## src/rtl/shutdown_sense_pkg.sv

```systemverilog
// Shared state encoding and sizing helpers for the shutdown sense scanner.
package shutdown_sense_pkg;

  typedef enum logic [1:0] {
    IDLE,
    SETTLE,
    SAMPLE
  } scan_state_t;

  // Width of a counter that must hold 0..max_val; never narrower than 1 bit.
  function automatic int cnt_w(input int max_val);
    return (max_val < 1) ? 1 : $clog2(max_val + 1);
  endfunction

  function automatic int hit_cnt_w(input int filter_count);
    return cnt_w(filter_count);
  endfunction

  function automatic int next_sel(input int sel, input int num_ch);
    return (sel == num_ch - 1) ? 0 : sel + 1;
  endfunction

endpackage

```

## src/rtl/shutdown_sense_ch_filter.sv

```systemverilog
// Per-channel consecutive-hit filter and sticky fault latch.
module shutdown_sense_ch_filter
  import shutdown_sense_pkg::*;
#(
  parameter int FILTER_COUNT = 2
) (
  input  logic clk,
  input  logic i_rst,
  input  logic i_en,
  input  logic i_sample,
  input  logic i_act,
  input  logic i_clear,
  output logic o_latched,
  output logic o_set
);

  localparam int HIT_W = hit_cnt_w(FILTER_COUNT);
  localparam logic [HIT_W-1:0] HIT_MAX = HIT_W'(FILTER_COUNT);

  logic [HIT_W-1:0] r_hit;
  logic [HIT_W-1:0] w_hit_nxt;
  logic             r_latched;
  logic             w_hit_full;

  always_comb begin
    w_hit_nxt = r_hit;
    if (i_sample) begin
      if (i_act) begin
        w_hit_nxt = (r_hit == HIT_MAX) ? HIT_MAX : r_hit + 1'b1;
      end else begin
        w_hit_nxt = '0;
      end
    end
  end

  assign w_hit_full = i_sample && i_act && (w_hit_nxt == HIT_MAX);
  // Only a genuine 0->1 transition counts as a new fault for first-fault capture.
  assign o_set      = w_hit_full && !i_clear && !r_latched;
  assign o_latched  = r_latched;

  always_ff @(posedge clk) begin
    if (i_rst || !i_en) begin
      r_hit     <= '0;
      r_latched <= 1'b0;
    end else if (i_clear) begin
      r_hit     <= '0;
      r_latched <= 1'b0;
    end else begin
      r_hit <= w_hit_nxt;
      if (w_hit_full) begin
        r_latched <= 1'b1;
      end
    end
  end

endmodule

```

## src/rtl/shutdown_sense_scan.sv

```systemverilog
// Shutdown sense mux scanner: select sequencing, settle timer, scan strobe, first-fault capture.
// state  | meaning
// IDLE   | reset/disabled, next enabled cycle starts channel 0
// SETTLE | select held, waiting SETTLE_CYCLES+1 cycles for the mux to settle
// SAMPLE | sense pin evaluated for the current channel, select advances
module shutdown_sense_scan
  import shutdown_sense_pkg::*;
#(
  parameter int NUM_CH        = 8,
  parameter int SEL_W         = $clog2(NUM_CH),
  parameter int SETTLE_CYCLES = 4,
  parameter int FILTER_COUNT  = 2,
  parameter bit ACTIVE_LOW    = 1'b0
) (
  input  logic              clk,
  input  logic              rst,
  input  logic              shutdown_sense_en,
  input  logic              shutdown_sense_pin,
  input  logic [NUM_CH-1:0] shutdown_sense_clear,
  output logic [SEL_W-1:0]  shutdown_sense_sel,
  output logic [NUM_CH-1:0] shutdown_sense,
  output logic              scan_done,
  output logic              first_fault_valid,
  output logic [SEL_W-1:0]  first_fault_idx
);

  localparam int CNT_W = cnt_w(SETTLE_CYCLES);
  localparam logic [CNT_W-1:0] SETTLE_LAST = CNT_W'(SETTLE_CYCLES);
  localparam logic [SEL_W-1:0] LAST_CH     = SEL_W'(NUM_CH - 1);

  scan_state_t       r_state;
  scan_state_t       w_state_nxt;
  logic [CNT_W-1:0]  r_cnt;
  logic [CNT_W-1:0]  w_cnt_nxt;
  logic [SEL_W-1:0]  r_sel;
  logic [SEL_W-1:0]  w_sel_nxt;
  logic              r_scan_done;
  logic              r_ff_valid;
  logic [SEL_W-1:0]  r_ff_idx;
  logic              w_soft_rst;
  logic              w_sample;
  logic              w_act;
  logic [NUM_CH-1:0] w_strobe;
  logic [NUM_CH-1:0] w_set;
  logic [NUM_CH-1:0] w_latched;

  assign w_soft_rst = rst || !shutdown_sense_en;
  assign w_sample   = (r_state == SAMPLE);
  assign w_act      = shutdown_sense_pin ^ ACTIVE_LOW;

  always_ff @(posedge clk) begin
    if (w_soft_rst) begin
      r_state <= IDLE;
      r_cnt   <= '0;
      r_sel   <= '0;
    end else begin
      r_state <= w_state_nxt;
      r_cnt   <= w_cnt_nxt;
      r_sel   <= w_sel_nxt;
    end
  end

  always_comb begin
    w_state_nxt = r_state;
    w_cnt_nxt   = r_cnt;
    w_sel_nxt   = r_sel;
    unique case (r_state)
      IDLE: begin
        w_state_nxt = SETTLE;
        w_cnt_nxt   = '0;
        w_sel_nxt   = '0;
      end
      SETTLE: begin
        if (r_cnt == SETTLE_LAST) begin
          w_state_nxt = SAMPLE;
        end else begin
          w_cnt_nxt = r_cnt + 1'b1;
        end
      end
      SAMPLE: begin
        w_state_nxt = SETTLE;
        w_cnt_nxt   = '0;
        w_sel_nxt   = SEL_W'(next_sel(int'(r_sel), NUM_CH));
      end
      default: begin
        w_state_nxt = IDLE;
      end
    endcase
  end

  for (genvar g = 0; g < NUM_CH; g++) begin : g_ch
    assign w_strobe[g] = w_sample && (r_sel == SEL_W'(g));

    shutdown_sense_ch_filter #(
      .FILTER_COUNT(FILTER_COUNT)
    ) u_filter (
      .clk      (clk),
      .i_rst    (rst),
      .i_en     (shutdown_sense_en),
      .i_sample (w_strobe[g]),
      .i_act    (w_act),
      .i_clear  (shutdown_sense_clear[g]),
      .o_latched(w_latched[g]),
      .o_set    (w_set[g])
    );
  end

  always_ff @(posedge clk) begin
    if (w_soft_rst) begin
      r_scan_done <= 1'b0;
    end else begin
      r_scan_done <= w_sample && (r_sel == LAST_CH);
    end
  end

  // Only the sampled channel can set in a cycle, so the current select is the fault index.
  always_ff @(posedge clk) begin
    if (w_soft_rst) begin
      r_ff_valid <= 1'b0;
      r_ff_idx   <= '0;
    end else if (r_ff_valid) begin
      if (shutdown_sense_clear[r_ff_idx]) begin
        r_ff_valid <= 1'b0;
      end
    end else if (|w_set) begin
      r_ff_valid <= 1'b1;
      r_ff_idx   <= r_sel;
    end
  end

  assign shutdown_sense_sel = r_sel;
  assign shutdown_sense     = w_latched;
  assign scan_done          = r_scan_done;
  assign first_fault_valid  = r_ff_valid;
  assign first_fault_idx    = r_ff_idx;

endmodule

```

## config.mk

```make
export PLATFORM = sky130hd
export DESIGN_NAME = shutdown_sense_scan
export DESIGN_NICKNAME = d
export VERILOG_FILES = /design/src/rtl/shutdown_sense_pkg.sv /design/src/rtl/shutdown_sense_ch_filter.sv /design/src/rtl/shutdown_sense_scan.sv
export SDC_FILE = /design/constraint.sdc
export NUM_CORES = 1
export LEC_CHECK = 0
export CORE_ASPECT_RATIO = 0.6
export CORE_MARGIN = 2
export CORE_UTILIZATION = 49
export DETAILED_ROUTE_END_ITERATION = 10
export PLACE_DENSITY = 0.84
export REMOVE_ABC_BUFFERS = 1
export SLEW_MARGIN = 20
export SYNTH_ARGS = -nofsm -noshare
export SYNTH_HDL_FRONTEND = slang
export SYNTH_SLANG_ARGS = --single-unit
```

## constraint.sdc

```tcl
create_clock -name clk -period 1.6 [get_ports clk]
set_input_delay 0.32 -clock clk [delete_from_list [all_inputs] [get_ports clk]]
set_output_delay 0.32 -clock clk [all_outputs]
set_load 0.005 [all_outputs]
```

After elaboration in Yosys (flattened, before gate mapping)
Index checks and enable logic that the tools add are counted.
{"block": "word_totals", "input_bits": 12, "elab_cells": 172, "out_inout_bits": 16, "ff_bits": 37}
{"block": "classes", "order_cmp": 1, "mux": 35, "reduce_logical": 74, "add_sub_neg": 10, "bitwise_logic": 1, "eq_ne": 29}
{"cell": "two-way mux 2 bit", "count": 25}
{"cell": "logical AND 1 bit", "count": 40}
{"cell": "equality test 2 bit (second input constant)", "count": 17}
{"cell": "OR reduction 2 bit", "count": 9}
{"cell": "logical NOT 1 bit", "count": 17}
{"cell": "adder 2 x 1 -> 2 bit (second input constant)", "count": 8}
{"cell": "equality test 3 bit (second input constant)", "count": 5}
{"cell": "one-hot mux 3 bit (2 select lines)", "count": 2}
{"cell": "OR reduction 8 bit", "count": 1}
{"cell": "adder 3 x 1 -> 3 bit (second input constant)", "count": 2}
{"cell": "equality test 3 x 1 -> 1 bit (second input constant)", "count": 2}
{"cell": "equality test 3 x 2 -> 1 bit (second input constant)", "count": 2}
{"cell": "two-way mux 3 bit", "count": 2}
{"cell": "less-than comparator 3 x 4 -> 1 bit (second input constant)", "count": 1}
{"cell": "two-way mux 1 bit", "count": 4}
{"cell": "inequality test 2 bit (second input constant)", "count": 2}
{"cell": "one-hot mux 2 bit (2 select lines)", "count": 1}
{"cell": "AND reduction 2 bit", "count": 2}
{"cell": "nonzero test 2 bit", "count": 2}
{"cell": "binary-select mux 1 bit (select 3 bit)", "count": 1}
{"cell": "logical NOT 3 bit", "count": 1}
{"cell": "equality test 2 x 1 -> 1 bit (second input constant)", "count": 1}
{"cell": "logical NOT 2 bit", "count": 1}
{"cell": "logical OR 1 bit", "count": 1}
{"cell": "inverter 1 bit", "count": 1}

Depth between registers and ports, before layout
Gate-level depths: netlist of run 1.
{"block": "depth", "word_depth": 11, "depth_mapped": 8, "ltp_nobuf": 7}

Cells and area by module
A second synthesis of run 1 with hierarchy kept.
{"block": "unflattened", "cells_unflattened": 217, "hier_area_um2": 1978.1}
{"module": "shutdown_sense_ch_filter", "n_inst": 8, "cells_each": 17, "area_each_um2": 157.7, "seq_area_each_um2": 60.1}
{"module": "shutdown_sense_scan", "n_inst": 1, "cells_each": 81, "area_each_um2": 716.9, "seq_area_each_um2": 260.2}

Least setup slack after synthesis of run 1
Ideal clock, no wire load.
{"block": "synth_timing", "path_kind": "flip-flop to flip-flop", "from": "register r_sel[0], in the netlist shutdown_sense_sel[0]", "to": "register r_ff_idx[0], in the netlist first_fault_idx[0]", "n_path_buf": 0, "t_arrival_ns": 1.768, "period_less_slack_ns": 1.840, "stages_incl_launch_ff": 8, "setup_slack_ns": -0.240, "path_cell_list": "dfxtp_1 -> ha_1 -> ha_1 -> nand3b_4 -> nor3_1 -> a22oi_2 -> a41oi_4 -> mux2i_1"}
{"block": "synth_between", "elab_chain_cells": 9, "elab_cells_between_ends": 66, "cone_classes": "eq/ne: 15; mux: 8; reduce/logical: 43"}
{"element": "start: declaration", "line": "shutdown_sense_scan.sv:35", "text": "logic [SEL_W-1:0] r_sel;"}
{"element": "start signal: assignment", "line": "shutdown_sense_scan.sv:59", "text": "r_sel <= w_sel_nxt;"}
{"element": "equality test 3 x 1 -> 1 bit (tied with other cells)", "line": "shutdown_sense_scan.sv:92", "text": "assign w_strobe[g] = w_sample && (r_sel == SEL_W'(g));"}
{"element": "logical AND 1 bit", "line": "shutdown_sense_scan.sv:92"}
{"element": "two-way mux 2 bit", "line": "shutdown_sense_ch_filter.sv:27", "text": "if (i_sample) begin"}
{"element": "equality test 2 bit", "line": "shutdown_sense_ch_filter.sv:36", "text": "assign w_hit_full = i_sample && i_act && (w_hit_nxt == HIT_MAX);"}
{"element": "logical AND 1 bit", "line": "shutdown_sense_ch_filter.sv:36"}
{"element": "logical AND 1 bit (2 in series)", "line": "shutdown_sense_ch_filter.sv:38", "text": "assign o_set = w_hit_full && !i_clear && !r_latched;"}
{"element": "OR reduction 8 bit", "line": "shutdown_sense_scan.sv:125", "text": "end else if (|w_set) begin"}
{"element": "AND reduction 2 bit (no source line)"}
{"element": "end signal: assignment", "line": "shutdown_sense_scan.sv:127", "text": "r_ff_idx <= r_sel;"}
{"element": "end: declaration", "line": "shutdown_sense_scan.sv:39", "text": "logic [SEL_W-1:0] r_ff_idx;"}
Several ways; a longest one is shown, not always the timed one.
A chain may end at the register's enable or synchronous reset.

Final worst setup path of run 1
{"block": "layout_timing", "from": "register r_sel[0], in the netlist shutdown_sense_sel[0]", "to": "register r_ff_idx[1], in the netlist first_fault_idx[1]"}
{"block": "layout_between", "elab_chain_cells": 9, "elab_cells_between_ends": 66, "cone_classes": "eq/ne: 15; mux: 8; reduce/logical: 43"}
{"element": "equality test 3 x 1 -> 1 bit (tied with other cells)", "line": "shutdown_sense_scan.sv:92"}
{"element": "logical AND 1 bit", "line": "shutdown_sense_scan.sv:92"}
{"element": "two-way mux 2 bit", "line": "shutdown_sense_ch_filter.sv:27"}
{"element": "equality test 2 bit", "line": "shutdown_sense_ch_filter.sv:36"}
{"element": "logical AND 1 bit", "line": "shutdown_sense_ch_filter.sv:36"}
{"element": "logical AND 1 bit (2 in series)", "line": "shutdown_sense_ch_filter.sv:38"}
{"element": "OR reduction 8 bit *", "line": "shutdown_sense_scan.sv:125"}
{"element": "AND reduction 2 bit (no source line) *"}
Mark *: on every way between the ends. The rest lies on a longest branch, timed or not.

==> qor.yml, run 1 <==
violations: "negative setup slack"
wl_um: 4910
grt-ovfl-total: 0
clk_latency_ps: 290
skew_ps: 4.37
grt_max_degree: 30
synthCells: 234
finalHoldViolCount: 0
ys_warn_count: 0
layout_setup_ws_ps: -297
drt_iter0_drc: 68
rrSetupSlack_ps: -300
worstMarginPinSlew_ps: 320
clkTransAtPathRegs_ps: 70
initial_core_util_pct: 50.3
synth_area_leaders: "dfxtp_1 (36%), ha_1 (9.8%), nor2_1 (7.4%)"
die-area_sq_mm: 0.00471
gp_congestion: 0.833
yosysSeqAreaShare_pct: 36.3
h-tree-depth: 2
antenna_found_initial: 0
dpl_cell_area_sq_mm: 0.00261
clock-sinks: 37
hp-class: "flop to flop"
path_class: "flop to flop"
relSlewSlack_pct: 78.7
synthSimpleGateAreaFrac_pct: 28.3
tritoncts: "yes"
syn_avg_cell_area_sq_um: 8.71
layout-drive-gt1-share_pct: 30.2
min_period_ps: 1900
diodes: 0
grt_pass1_wl_um: 7870
io_pins: 28
grt_setup_unrepaired: "true"
synth-xor-area-share_pct: 0.430
synth_fa_ha_area_share_pct: 9.82
setup-violations-final: 5
synth_top_area_share_pct: 36.3
root_buffer: "clkbuf_8"
timing.final.crit_share_pct: 119
wire_per_inst_um: 14.0
core_area_sq_mm: 0.00405
fin_area_sq_mm: 0.00289
cp_max_fo: 4
final_nets: 329
grt_pass1_vias: 1736
drv_slew: 0
status: "complete, but fails checks"
grtUsageTotal_pct: 22.7
syn_area_sq_mm: 0.00204
max_freq_mhz: 527
ys_seq_elements: 37
yosys-mux-area-fraction_pct: 4.17
ctsHoldBuffers: 0
dp.final_hpwl_um: 3540
arrival_ps: 2100
ant_nets: 0
drc_errors: 0
cap_violations: 0
portBuffers: 27
numPlacedInstances: 337
totalPowerFinal_uw: 1710
synth-compound-area-share_pct: 10.4
die_w_um: 87.3
syn_to_final_growth_pct: 41.8
dr.pass1.iters: 5
synth_top_family_by_area: "simple AND/OR/NAND/NOR gates"
rows: 18
cp.required_ps: 1800
via_count: 1807
yosys.area.top_type: "dfxtp_1"
ys_types: 32
vias_per_cell: 5.15
p_leak_uw: 0.00126
cts_made_buffers: 5
instances_no_fill: 351
endpoint_kind: "flop"
die_y_um: 54.0
ir_drop_mv: 0.438
clockBufferDepth: 2
p_per_area_mw_per_mm2: 591
worstSetupStartpointType: "flop"
final cells by class:
cell class | instances | area (sq um)
repair buffers | 77 | 702
clock buffers | 7 | 86.3
flip-flops and latches | 37 | 756
multi-input cells | 156 | 1190
inverters | 24 | 90.1
fillers | 303 | 1160
well taps | 50 | 62.6
per-layer routing:
metal | track usage [%] | vias up | routed length [um]
met5 | 0 | - | 0
met2 | 39.6 | 42 | 2330
met1 | 28.4 | 835 | 2260
met3 | 5.21 | 10 | 248
li1 | - | 920 | -
met4 | 7.18 | 0 | 70
state kept, by name, summed over array words and instances (netlist names):
| register | count |
|---|---|
| shutdown_sense_sel | 3 |
| scan_done | 1 |
| g_ch.u_filter.o_latched | 8 |
| first_fault_idx | 3 |
| g_ch.u_filter.r_hit | 16 |
| first_fault_valid | 1 |
| r_state | 2 |
| r_cnt | 3 |
cells in the final DEF (no fill, tap or decap), drive strengths merged, types with 2 or more instances in the layout:
cell type      count
nor3              30
and4b              3
nand2             18
a21oi             13
a22oi              7
mux4               2
dfxtp             37
inv               24
mux2i              4
clkdlybuf4s50     24
dlymetal6s2s       3
a31oi              6
clkbuf             7
ha                16
nand4b             3
buf               50
nor2              40
nand3b             2
and4bb             3
power by group:
part,switching [uW],internal (uW),total (uW),leakage [uW]
Combinational,56.5,68.2,125,0.000914
Clock,321,342,663,0.0000443
Sequential,4.15,917,921,0.000302
path summary, 6_finish.rpt:
check                       startpoint                         to  depth (start not counted)
min reg2reg  g_ch[3].u_filter.r_hit[0]  g_ch[3].u_filter.r_hit[0]                          2
min          g_ch[3].u_filter.r_hit[0]  g_ch[3].u_filter.r_hit[0]                          2
max reg2reg      shutdown_sense_sel[0]         first_fault_idx[1]                          8
max              shutdown_sense_sel[0]         first_fault_idx[1]                          8
logic make-up after synthesis:
group           Yosys count
simple gates            104
buf+inv                  41
flops                    37
compound gates           29
fa+ha+maj                16
mux                       6
xor+xnor                  1
cell usage after synthesis:
cell	instances
nand4b_2	1
a211oi_1	1
nor3_2	3
and2_1	1
inv_1	24
and4b_1	3
a22oi_2	3
nand3b_4	2
nor2_1	40
nand2_1	18
buf_4	10
ha_1	16
nand4_1	1
and4bb_4	1
o21a_1	1
mux2i_1	4
nor2b_1	1
nand2b_1	1
nand4b_1	1
clkbuf_1	4
nor4bb_1	1
nand4b_4	1
buf_6	3
nor3_1	27
xnor2_1	1
dfxtp_1	37
a22oi_1	4
and4bb_2	2
mux4_2	2
a21oi_1	13
a41oi_4	1
a31oi_1	6
repair_timing:
action                                  CTS  global route
pin swaps                                11             6
endpoints found under the setup margin    7            11
setup buffers                             8             1
resized for setup                        22            15
stage by stage:
step	TNS (ps)	hold WS, ps	setup WS, ps	utilization (%)
CTS	-807	461	-202	70.1
global route	-1540	510	-358	71.3
floorplan	-970	398	-255	-
finish	-1150	461	-297	71.3
detailed placement	-2020	452	-490	64.3
global placement	-1760	451	-427	64.3
critical path, cell delays in order, from the launching register on:
cell	delay, ps
dfxtp_4	360
inv_2	90
ha_2	190
buf_4	120
nand4b_4	130
nor3_4	210
a22oi_2	100
a41oi_4	320
mux2i_1	280
Power figures use the tool's default switching activity.
==> run 2: changes to the inputs <==
--- a/config.mk
+++ b/config.mk
@@ -5,8 +5,9 @@
 export SDC_FILE = /design/constraint.sdc
 export NUM_CORES = 1
 export LEC_CHECK = 0
+export CAP_MARGIN = 15
 export CORE_ASPECT_RATIO = 0.6
-export CORE_MARGIN = 2
+export CORE_MARGIN = 3
 export CORE_UTILIZATION = 49
 export DETAILED_ROUTE_END_ITERATION = 10
 export PLACE_DENSITY = 0.84
==> qor.yml, run 2 (synthesized netlist as in run 1, its figures left out) <==
antenna_found_initial: 0
hp-class: "flop to flop"
grt_pass1_vias: 1867
dr.pass1.iters: 4
cpMaxStageDelayCell: "dfxtp_4"
ant_nets: 0
vias_per_cell: 5.28
crit_chain: "buf_6, ha_4, and4bb_4, and4b_1, a22oi_2, a41oi_4, o21a_1"
clk_latency_ps: 290
multiInputGateArea_sq_mm: 0.00117
max_freq_mhz: 560
setup-violations-final: 4
grtUsageTotal_pct: 22.4
violations: "negative setup slack"
arrival_ps: 1970
wire_per_inst_um: 15.2
root_buffer: "clkbuf_8"
regArea_sq_um: 751
slowest_delay_ps: 360
clkTransAtPathRegs_ps: 70
die_y_um: 56.0
h-tree-depth: 2
grt_setup_unrepaired: "true"
fillers: 259
cp.required_ps: 1790
crit_family: "compound AO/OA/AOI/OAI gates"
syn_to_final_growth_pct: 42.0
top_register: "g_ch.u_filter.r_hit"
worstPathBufferInverterCount: 1
p_leak_uw: 0.00131
core_area_sq_mm: 0.00383
wl_um: 5410
fin_area_sq_mm: 0.00289
portBuffers: 27
io_pins: 28
grt_busiest_layer: "met2"
drc_errors: 0
final_nets: 335
diodes: 0
grt_max_degree: 30
p_per_area_mw_per_mm2: 587
dp_slack_ps: -488
dp.final_hpwl_um: 3750
die_w_um: 89.3
grt.met3_usage_pct: 6.21
via_count: 1873
dpl_cell_area_sq_mm: 0.00261
worstMarginPinSlew_ps: 309
relSlewSlack_pct: 79.3
path_class: "flop to flop"
rows: 17
drt_iter0_drc: 80
worstSetupStartpointType: "flop"
endpoint_kind: "flop"
min_period_ps: 1790
cp_max_fo: 4
cap_violations: 0
skew_ps: 6.19
layout_setup_ws_ps: -186
gp_congestion: 0.804
cts_made_buffers: 5
ctsHoldBuffers: 0
gr-usage-met2_pct: 37.0
ir_drop_mv: 0.535
finalHoldViolCount: 0
initial_core_util_pct: 53.2
tritoncts: "yes"
layout_common_cells: "buf_4 (50), nor2_1 (38), dfxtp_1 (33)"
grt-ovfl-total: 0
clockBufferDepth: 2
layout-drive-gt1-share_pct: 31.2
grt_pass1_wl_um: 8540
status: "complete, but fails checks"
final_common_cell: "buf_4"
drv_slew: 0
timing.final.crit_share_pct: 112
clock-sinks: 37
largest_reg_flops: 16
grt_use_met1_pct: 28.0
die-area_sq_mm: 0.00499
## run 2: final cells by class
| cell class | count | area share (%) |
|---|---|---|
| clock buffer | 8 | 2.77 |
| multi-input combinational | 156 | 40.6 |
| sequential | 37 | 25.9 |
| inverter | 24 | 3.20 |
| timing repair buffer | 83 | 25.5 |
| tap | 47 | 2.03 |
## run 2: where the power goes
group	internal, uW	switching [uW]
Sequential	919	3.77
Combinational	72.0	62.5
Clock	310	332
## run 2: path summary, 6_finish.rpt
check	endpoint	cells past startpoint	from	slack [ps]
min reg2reg	r_state[1]	2	r_cnt[2]	480
max	first_fault_valid	7	shutdown_sense_sel[1]	-190
max reg2reg	first_fault_valid	7	shutdown_sense_sel[1]	-190
min	r_state[1]	2	r_cnt[2]	480
## run 2: per-stage QoR
stage / hold slack, ps / std cells / TNS (ps) / total power (uW) / utilization [%]
after floorplan: 398 / 217 / -970 / 980 / -
after global placement: 448 / 337 / -1690 / 1070 / 68.3
after detailed placement: 462 / 337 / -2300 / 1070 / 68.3
after CTS: 478 / 352 / -684 / 1700 / 74.0
after global routing: 513 / 355 / -1140 / 1750 / 75.6
final: 485 / 355 / -699 / 1700 / 75.6
## run 2: worst reg2reg max path: stages, from the launching register on
cell	delay, ps
dfxtp_4	360
buf_6	120
ha_4	150
and4bb_4	210
and4b_1	200
a22oi_2	240
a41oi_4	190
o21a_1	210
## run 2: timing repair
item | CTS | global route
pin swaps | 11 | 7
setup endpoints to repair | 8 | 10
gates cloned | 0 | 0
buffers inserted | 7 | 6
resized for setup | 21 | 15
## run 2: layer usage
metal  up-vias  part of all wire (%)
met3        12                   4.9
met5         -                     0
li1        935                     -
met1       878                    46
met4         0                   1.8
met2        48                    47
